===== src/rtl/convolution_3x3.sv =====
// rtl/convolution_3x3.sv - 3x3 per-channel RGB565 convolution with edge replication.
// Optional CONV_CLAMP_COUNT_EN adds a per-frame count of clamped output pixels.
module convolution_3x3 #(
    parameter int KERNEL_SIZE = 3,
    parameter int HRES        = 1280,
    parameter int VRES        = 720
) (
    input  logic                        clk,
    input  logic                        rst_n,
    input  logic [KERNEL_SIZE-1:0][15:0] data_in,
    input  logic [10:0]                 h_count_in,
    input  logic [9:0]                  v_count_in,
    input  logic                        data_in_valid,
    input  logic [1:0]                  kernel_select,
    output logic [15:0]                 pixel_out,
    output logic [10:0]                 h_count_out,
    output logic [9:0]                  v_count_out,
`ifdef CONV_CLAMP_COUNT_EN
    output logic [15:0]                 clamp_count,
`endif
    output logic                        data_out_valid
);

    generate
        if (KERNEL_SIZE != 3 || HRES < 2 || HRES > 2048 || VRES < 1) begin : g_param_check
            $error("convolution_3x3: unsupported parameters");
        end
    endgenerate

    localparam logic [10:0] H_LAST = 11'(HRES - 1);

    function automatic logic signed [4:0] tap_weight(input logic [1:0] k, input int tap);
        logic signed [4:0] w;
        w = 5'sd0;
        case (k)
            2'd0:    w = (tap == 4) ? 5'sd1 : 5'sd0;
            2'd1:    w = (tap == 4) ? 5'sd4 : ((tap % 2) == 1) ? 5'sd2 : 5'sd1;
            2'd2:    w = (tap == 4) ? 5'sd5 : ((tap % 2) == 1) ? -5'sd1 : 5'sd0;
            default: w = (tap == 4) ? 5'sd8 : -5'sd1;
        endcase
        return w;
    endfunction

    function automatic logic [5:0] chan(input logic [15:0] p, input int ch);
        logic [5:0] c;
        case (ch)
            0:       c = {1'b0, p[15:11]};
            1:       c = p[10:5];
            default: c = {1'b0, p[4:0]};
        endcase
        return c;
    endfunction

    function automatic logic signed [11:0] mul(input logic signed [4:0] w, input logic [5:0] c);
        logic signed [11:0] pe;
        logic signed [11:0] we;
        pe = $signed({6'd0, c});
        we = {{7{w[4]}}, w};
        return pe * we;
    endfunction

    // Stage A: horizontal window and kernel latch
    logic [2:0][15:0]      w0, w1, w2;
    logic [2:0][2:0][15:0] win;
    logic                  a_valid;
    logic [10:0]           a_h;
    logic [9:0]            a_v;
    logic [1:0]            a_kernel;
    logic [1:0]            active_kernel;
    logic                  flush_pending;
    logic [9:0]            flush_v;
    logic                  frame_start;

    assign frame_start = data_in_valid && (h_count_in == 11'd0) && (v_count_in == 10'd0);
    assign win         = {w2, w1, w0};

    always_ff @(posedge clk or negedge rst_n) begin
        if (!rst_n) begin
            w0            <= '0;
            w1            <= '0;
            w2            <= '0;
            a_valid       <= 1'b0;
            a_h           <= '0;
            a_v           <= '0;
            a_kernel      <= '0;
            active_kernel <= '0;
            flush_pending <= 1'b0;
            flush_v       <= '0;
        end else begin
            a_valid       <= 1'b0;
            flush_pending <= data_in_valid && (h_count_in == H_LAST);
            if (data_in_valid) flush_v <= v_count_in;
            if (frame_start) active_kernel <= kernel_select;
            // A real beat always wins over a pending flush
            if (data_in_valid) begin
                a_kernel <= frame_start ? kernel_select : active_kernel;
                a_v      <= v_count_in;
                if (h_count_in == 11'd0) begin
                    w1 <= data_in;
                    w2 <= data_in;
                end else begin
                    w0      <= w1;
                    w1      <= w2;
                    w2      <= data_in;
                    a_valid <= 1'b1;
                    a_h     <= h_count_in - 11'd1;
                end
            end else if (flush_pending) begin
                w0       <= w1;
                w1       <= w2;
                a_valid  <= 1'b1;
                a_h      <= H_LAST;
                a_v      <= flush_v;
                a_kernel <= active_kernel;
            end
        end
    end

    // Stage B: weighted products, tap index = row*3 + column
    logic signed [11:0] prod_d [3][9];
    logic signed [11:0] b_prod [3][9];
    logic               b_valid;
    logic [10:0]        b_h;
    logic [9:0]         b_v;
    logic [1:0]         b_kernel;

    always_comb begin
        for (int ch = 0; ch < 3; ch++)
            for (int t = 0; t < 9; t++)
                prod_d[ch][t] = mul(tap_weight(a_kernel, t), chan(win[t % 3][t / 3], ch));
    end

    always_ff @(posedge clk or negedge rst_n) begin
        if (!rst_n) begin
            for (int ch = 0; ch < 3; ch++)
                for (int t = 0; t < 9; t++)
                    b_prod[ch][t] <= '0;
            b_valid  <= 1'b0;
            b_h      <= '0;
            b_v      <= '0;
            b_kernel <= '0;
        end else begin
            b_prod   <= prod_d;
            b_valid  <= a_valid;
            b_h      <= a_h;
            b_v      <= a_v;
            b_kernel <= a_kernel;
        end
    end

    // Stage C: sum, normalise, clamp
    logic signed [11:0] c_sum;
    logic signed [11:0] c_max;
    logic [5:0]         c_res;
    logic [15:0]        pix_d;
    logic               clamp_d;

    always_comb begin
        pix_d   = '0;
        clamp_d = 1'b0;
        c_sum   = '0;
        c_max   = '0;
        c_res   = '0;
        for (int ch = 0; ch < 3; ch++) begin
            c_sum = '0;
            for (int t = 0; t < 9; t++)
                c_sum = c_sum + b_prod[ch][t];
            if (b_kernel == 2'd1) c_sum = c_sum >>> 4;
            c_max = (ch == 1) ? 12'sd63 : 12'sd31;
            if (c_sum < 0) begin
                c_res   = '0;
                clamp_d = 1'b1;
            end else if (c_sum > c_max) begin
                c_res   = c_max[5:0];
                clamp_d = 1'b1;
            end else begin
                c_res = c_sum[5:0];
            end
            case (ch)
                0:       pix_d[15:11] = c_res[4:0];
                1:       pix_d[10:5]  = c_res;
                default: pix_d[4:0]   = c_res[4:0];
            endcase
        end
    end

    always_ff @(posedge clk or negedge rst_n) begin
        if (!rst_n) begin
            pixel_out      <= '0;
            h_count_out    <= '0;
            v_count_out    <= '0;
            data_out_valid <= 1'b0;
        end else begin
            data_out_valid <= b_valid;
            if (b_valid) begin
                pixel_out   <= pix_d;
                h_count_out <= b_h;
                v_count_out <= b_v;
            end
        end
    end

`ifdef CONV_CLAMP_COUNT_EN
    // Frame-start output beat restarts the count and is itself counted
    always_ff @(posedge clk or negedge rst_n) begin
        if (!rst_n) begin
            clamp_count <= '0;
        end else if (b_valid) begin
            if (b_h == 11'd0 && b_v == 10'd0)
                clamp_count <= {15'd0, clamp_d};
            else if (clamp_d && clamp_count != 16'hFFFF)
                clamp_count <= clamp_count + 16'd1;
        end
    end
`endif

endmodule


===== config.mk =====
export PLATFORM = sky130hd
export DESIGN_NAME = convolution_3x3
export DESIGN_NICKNAME = d
export VERILOG_FILES = /design/src/rtl/convolution_3x3.sv
export SDC_FILE = /design/constraint.sdc
export NUM_CORES = 2
export LEC_CHECK = 0
export CORE_MARGIN = 5
export CORE_UTILIZATION = 45
export DETAILED_ROUTE_END_ITERATION = 12
export PLACE_DENSITY = 0.63
export SLEW_MARGIN = 20
export SYNTH_ARGS = -nofsm -noshare
export SYNTH_HDL_FRONTEND = slang
export SYNTH_SLANG_ARGS = --single-unit

===== constraint.sdc =====
create_clock -name clk -period 12.4 [get_ports clk]
set_input_delay 1.86 -clock clk [delete_from_list [all_inputs] [get_ports clk]]
set_output_delay 1.86 -clock clk [all_outputs]
set_load 0.01 [all_outputs]

* Yosys cells after proc, flatten, opt, wreduce, memory -nomap -nowiden *
Cells that the tools add are included.

cells by class
  multiplexer cells = 29
  reductions and logical operators = 9
  magnitude comparators = 6
  equal/unequal tests = 5
  $mul = 27
  $add $sub $neg = 25

operators with widths
  cell                                                                              number
  48-bit 2-to-1 mux                                                                 6
  6-bit by 5-bit multiplier with 11-bit output                                      16
  12-bit by 11-bit adder with 12-bit output                                         12
  7-bit by 5-bit multiplier with 12-bit output                                      9
  12-bit adder                                                                      8
  11-bit 2-to-1 mux                                                                 6
  12-bit by 1-bit < comparator with 1-bit output, second input constant             3
  11-bit by 11-bit adder with 12-bit output                                         2
  12-bit by 10-bit adder with 12-bit output                                         2
  12-bit by 6-bit greater-than comparator with 1-bit output, second input constant  2
  10-bit 2-to-1 mux                                                                 2
  5-bit 2-to-1 mux                                                                  4
  5-bit one-hot mux with 2 select lines                                             2
  5-bit by 4-bit multiplier with 9-bit output                                       2
  12-bit by 7-bit greater-than comparator with 1-bit output, second input constant  1
  6-bit 2-to-1 mux                                                                  2
  4-bit one-hot mux with 3 select lines                                             1
  11-bit == test, second input constant                                             1
  11-bit zero test                                                                  1
  11-bit by 1-bit subtractor with 11-bit output, second input constant              1
  10-bit zero test                                                                  1
  2-bit 2-to-1 mux                                                                  3
  2-bit by 1-bit == test with 1-bit output, second input constant                   2
  1-bit logical AND                                                                 3
  7 further kinds                                                                   9

storage, ports and cells
  bits of input ports = 74
  register bits after elaboration = 545
  logic and storage cells = 152
  output and inout port bits = 38

* Depth between registers and ports, before layout *
  word-level depth = 12
  depth in mapped cells = 25
  mapped depth without buffers = 21

* Worst setup path after synthesis *
OpenSTA, ideal clock, no wires.

  path type = register to register
  from = register a_kernel[0]
  to = register b_prod[130] (netlist bit)
  arrival = 5750 ps
  path slack = 6519 ps
  clock period less this slack = 5881 ps
  cell stages (with the launch flop) = 23
  setup time = 131 ps
  data required time = 12269 ps
  buffers on the path = 4
  cells stage by stage = dfrtp_1 clkbuf_1 inv_1 ha_1 clkbuf_1 or2_2 inv_1 clkbuf_1 clkbuf_1 nand2_1 inv_1 fa_1 inv_1 fa_1 fa_1 inv_1 ha_1 a21o_1 a21oi_1 o21bai_1 a21oi_1 o21ai_0 xor2_1

RTL lines
  element                   RTL line  RTL
  start: declaration        68        logic [1:0] a_kernel;
  start signal: assignment  96        a_kernel <= frame_start ? kernel_select : active_kernel;
  start signal: assignment  114       a_kernel <= active_kernel;
  end signal: assignment    143       b_prod <= prod_d;
  end: declaration          121       logic signed [11:0] b_prod [3][9];

==> metrics.md <==
| Metric | Value |
|---|---|
| Run status | completed |
| Most common flop cell mapped by yosys | dfrtp_1 |
| Gate count after technology mapping | 4340 |
| Worst r2r path cells | 18 |
| PortBufs | ~110 |
| Highest clock rate | between 100 and 150 MHz |
| CORE AREA | roughly 100000 um2 |
| Synth top cells by count | inv_1, ha_1, dfrtp_1 |
| Antenna violations before repair | 0 |
| Syn_nets | roughly 5500 |
| Routed length per instance | between 15 and 20 um |
| Worst Path Required | around 13 ns |
| Die height | about 330 um |
| Worst Min Path Start | a_valid |
| Cts hold-fix bufs | 0 |
| Register area share after synthesis | 0.301 |
| Reg power frac | 0.453 |
| Final max-slew violation count | 0 |
| Critical path endpoint category | flop |
| Starting Density | 0.452 |
| Area Overhead vs Synth | 10.9% |
| Vias per inst | 4.84 |
| Clock Tree Buf Depth | 3 |
| Fraction of layout cells with a size suffix above 1 | 0.0537 |
| DR iter-0 viols | 1251 |
| Final net count | about 5700 |
| Slew HR | 0.289 |
| Vias | around 28000 |
| TritonCTS clock tree | built |
| Total Routing Usage GR | 0.193 |
| Vias in the first global route | a little under 30000 |
| Synth Register Bits | approximately 540 |
| Fillcell total | 9037 |
| Fin crit period | 6.74 ns |
| Mapped Area | about 45000 um2 |
| Net switching power | between 1000 and 1500 uW |
| EDFF count, synth | 0 |
| Ratio of final minimum period to clock period | 0.543 |
| CP max FO | 51 |
| Async SR Flop Fraction | 1.00 |
| Die area | between 100000 and 150000 um2 |
| Largest area contributor in the netlist | dfrtp_1 |
| Leakage | around 0.029 uW |
| Switch share | 0.252 |
| Final setup violation count | 0 |
| R2R Path End | b_prod[202] |
| Hold EP | b_valid |
| Netlist cell types | 61 |
| Largest net degree at the start of global routing | between 150 and 200 |
| Row count | between 100 and 150 |
| Internal power | roughly 3300 uW |
| Syn Area/Cell | ~10 um2 |
| Worst Hold Margin | 0.348 ns |
| Main area contributors after synthesis | dfrtp_1, fa_1, ha_1 |
| CTS sink cnt | ~540 |
| Hold Crit Depth | 0 |
| Fin util | 0.502 |
| Clock Power Share | 0.475 |
| Crit path launch type | flop |
| Maximum vdd ir drop | about 0.090 mV |
| I/O Pins | 112 |
| Hold crit path type | flop to flop |
| Dpl hpwl | a little under 80000 um |
| Drc violations | 0 |
| R2R setup slack | 5.66 ns |
| Reg2reg start | a_kernel[0] |
| GPL Wtd Cong | 0.837 |
| Unrepaired setup endpoints after global routing | no |
| Critical Setup Path Class | flop to flop |
| Syn. warnings | 0 |
| Max-Cap Viols | 0 |
| Top-count cell post-synth | inv_1 |
| CTS buffer count | 67 |
| Clock latency on the worst-skew pair | between 0.6 and 0.7 ns |
| Postcts setup bufs | 0 |
| GR Overflow Total | 0 |
| Synth top area share | 0.301 |
| Gate power share | 0.072 |
| Total power divided by cell area | 87.5 nW/um2 |
| # resized after CTS | 0 |
| Fin. Hold Viols | 0 |
| Pin slew with the least headroom to its limit | 1.07 ns |
| Arrival time worst endpoint | 7.24 ns |
| Die width | 327 um |
| TNS Setup | 0 ns |
| First-pass DRT Iterations | 5 |
| Final wirelength | 99300 um |
| Layout Skew | between 0.02 and 0.03 ns |
| Final ANT Viol Nets | 0 |
| CTS H-tree lvls | 3 |
| Clock transition at path regs | 0.06 ns |
| Wire length of the first global-routing pass | 163000 um |
| CTS root buf | clkbuf_16 |
==> power by group through the flow <==
stage	Clock, uW	Combinational [uW]	Sequential (uW)
2_1_floorplan	0	158	1980
3_3_place_gp	0	316	2020
3_5_place_dp	0	322	2020
4_1_cts	2140	324	1990
5_1_grt	2210	355	2000
6_report	2080	317	1990
==> how the worst max path moves through the flow <==
stage / startpoint / endpoint / slack (ns) / cells after the start
floorplan: a_kernel[0] / b_prod[130] / 6.52 / 22
global route: a_kernel[0] / b_prod[202] / 5.28 / 18
finish: a_kernel[0] / b_prod[202] / 5.66 / 18
CTS: a_kernel[0] / b_prod[202] / 5.64 / 18
detailed placement: a_kernel[0] / b_prod[202] / 5.71 / 18
global placement: a_kernel[0] / b_prod[202] / 5.93 / 18
==> critical path, cell delays in order, from the launching register on <==
cell and delay (ns):
dfrtp_4 0.65, inv_1 0.25, ha_4 0.46, or2_2 0.51, clkinv_2 0.69, buf_4 0.61, and2_1 0.35, fa_1 0.55
inv_1 0.06, fa_1 0.48, fa_1 0.53, inv_1 0.06, ha_1 0.27, a21o_1 0.17, a21oi_1 0.23, o21bai_1 0.09
a21oi_1 0.23, o21ai_0 0.15, xor2_1 0.17
==> registers in the layout (all words and copies together) (netlist names) <==
signal and cells:
b_kernel 2, a_kernel 2, active_kernel 2, a_v 10, w1 48, a_h 11
b_valid 1, pixel_out 16, v_count_out 10, a_valid 1, data_out_valid 1, h_count_out 11
b_h 11, flush_v 10, flush_pending 1, b_v 10, w0 48, w2 48
b_prod 301
==> cells in the final DEF, fill, tap and decap left out, types with 33 or more instances in the layout <==
| cell type | instances |
|---|---|
| inv_1 | 1002 |
| ha_1 | 639 |
| dfrtp_1 | 542 |
| fa_1 | 486 |
| nand2_1 | 271 |
| nor2_1 | 209 |
| a21oi_1 | 181 |
| xnor2_1 | 151 |
| and2_1 | 147 |
| clkdlybuf4s50_1 | 109 |
| mux2_2 | 91 |
| nor2b_1 | 83 |
| xor2_1 | 69 |
| clkbuf_16 | 67 |
| a21o_1 | 60 |
| o21bai_1 | 52 |
| o22ai_1 | 49 |
| o21ai_0 | 45 |
| nand2b_1 | 38 |
| or3_1 | 33 |
==> cell type report <==
| cell class | count | area (um2) | share of cell area |
|---|---|---|---|
| Tap cell | 1298 | 1620 | 0.0324 |
| Sequential cell | 544 | 13600 | 0.272 |
| Clock inverter | 32 | 449 | 0.00896 |
| Clock buffer | 90 | 1880 | 0.0376 |
| Antenna cell | 1 | 2.50 | 0.0000499 |
| Timing Repair Buffer | 129 | 1270 | 0.0254 |
| Multi-Input combinational cell | 2703 | 27500 | 0.548 |
| Inverter | 1005 | 3770 | 0.0753 |
==> through the flow <==
| stage | cells | total power [uW] | cell area (um2) | worst slack, ns |
|---|---|---|---|---|
| 3_5_place_dp | 5679 | 2340 | 47800 | 5.71 |
| 2_1_floorplan | 4340 | 2140 | 45200 | 6.52 |
| 4_1_cts | 5801 | 4450 | 50100 | 5.64 |
| 5_1_grt | 5801 | 4570 | 50100 | 5.28 |
| 6_report | 5802 | 4380 | 50100 | 5.66 |
| 3_3_place_gp | 5679 | 2330 | 47800 | 5.93 |
==> routing by layer <==
layer | global-route usage | vias up | share of wire
li1 | - | 13700 | -
met1 | 0.257 | 13900 | 0.45
met2 | 0.329 | 367 | 0.49
met3 | 0.0249 | 157 | 0.030
met4 | 0.0647 | 0 | 0.036
met5 | 0 | - | 0
==> kinds of logic (layout without fill, tap and decap cells) <==
| group | count (synthesis) | in the layout | share of synthesized area |
|---|---|---|---|
| AOI/OAI and AO/OA | 429 | 429 | 0.0583 |
| xor gates and xnor gates | 220 | 220 | 0.0427 |
| adders and majority gates | 1127 | 1127 | 0.393 |
| buffers and inverters | 1093 | 1256 | 0.0911 |
| DFF | 544 | 544 | 0.301 |
| muxes | 108 | 108 | 0.0265 |
| other | 0 | 1 | 0 |
| and+or+nand+nor | 819 | 819 | 0.0870 |
No activity file was read; power rests on OpenSTA's default activity.
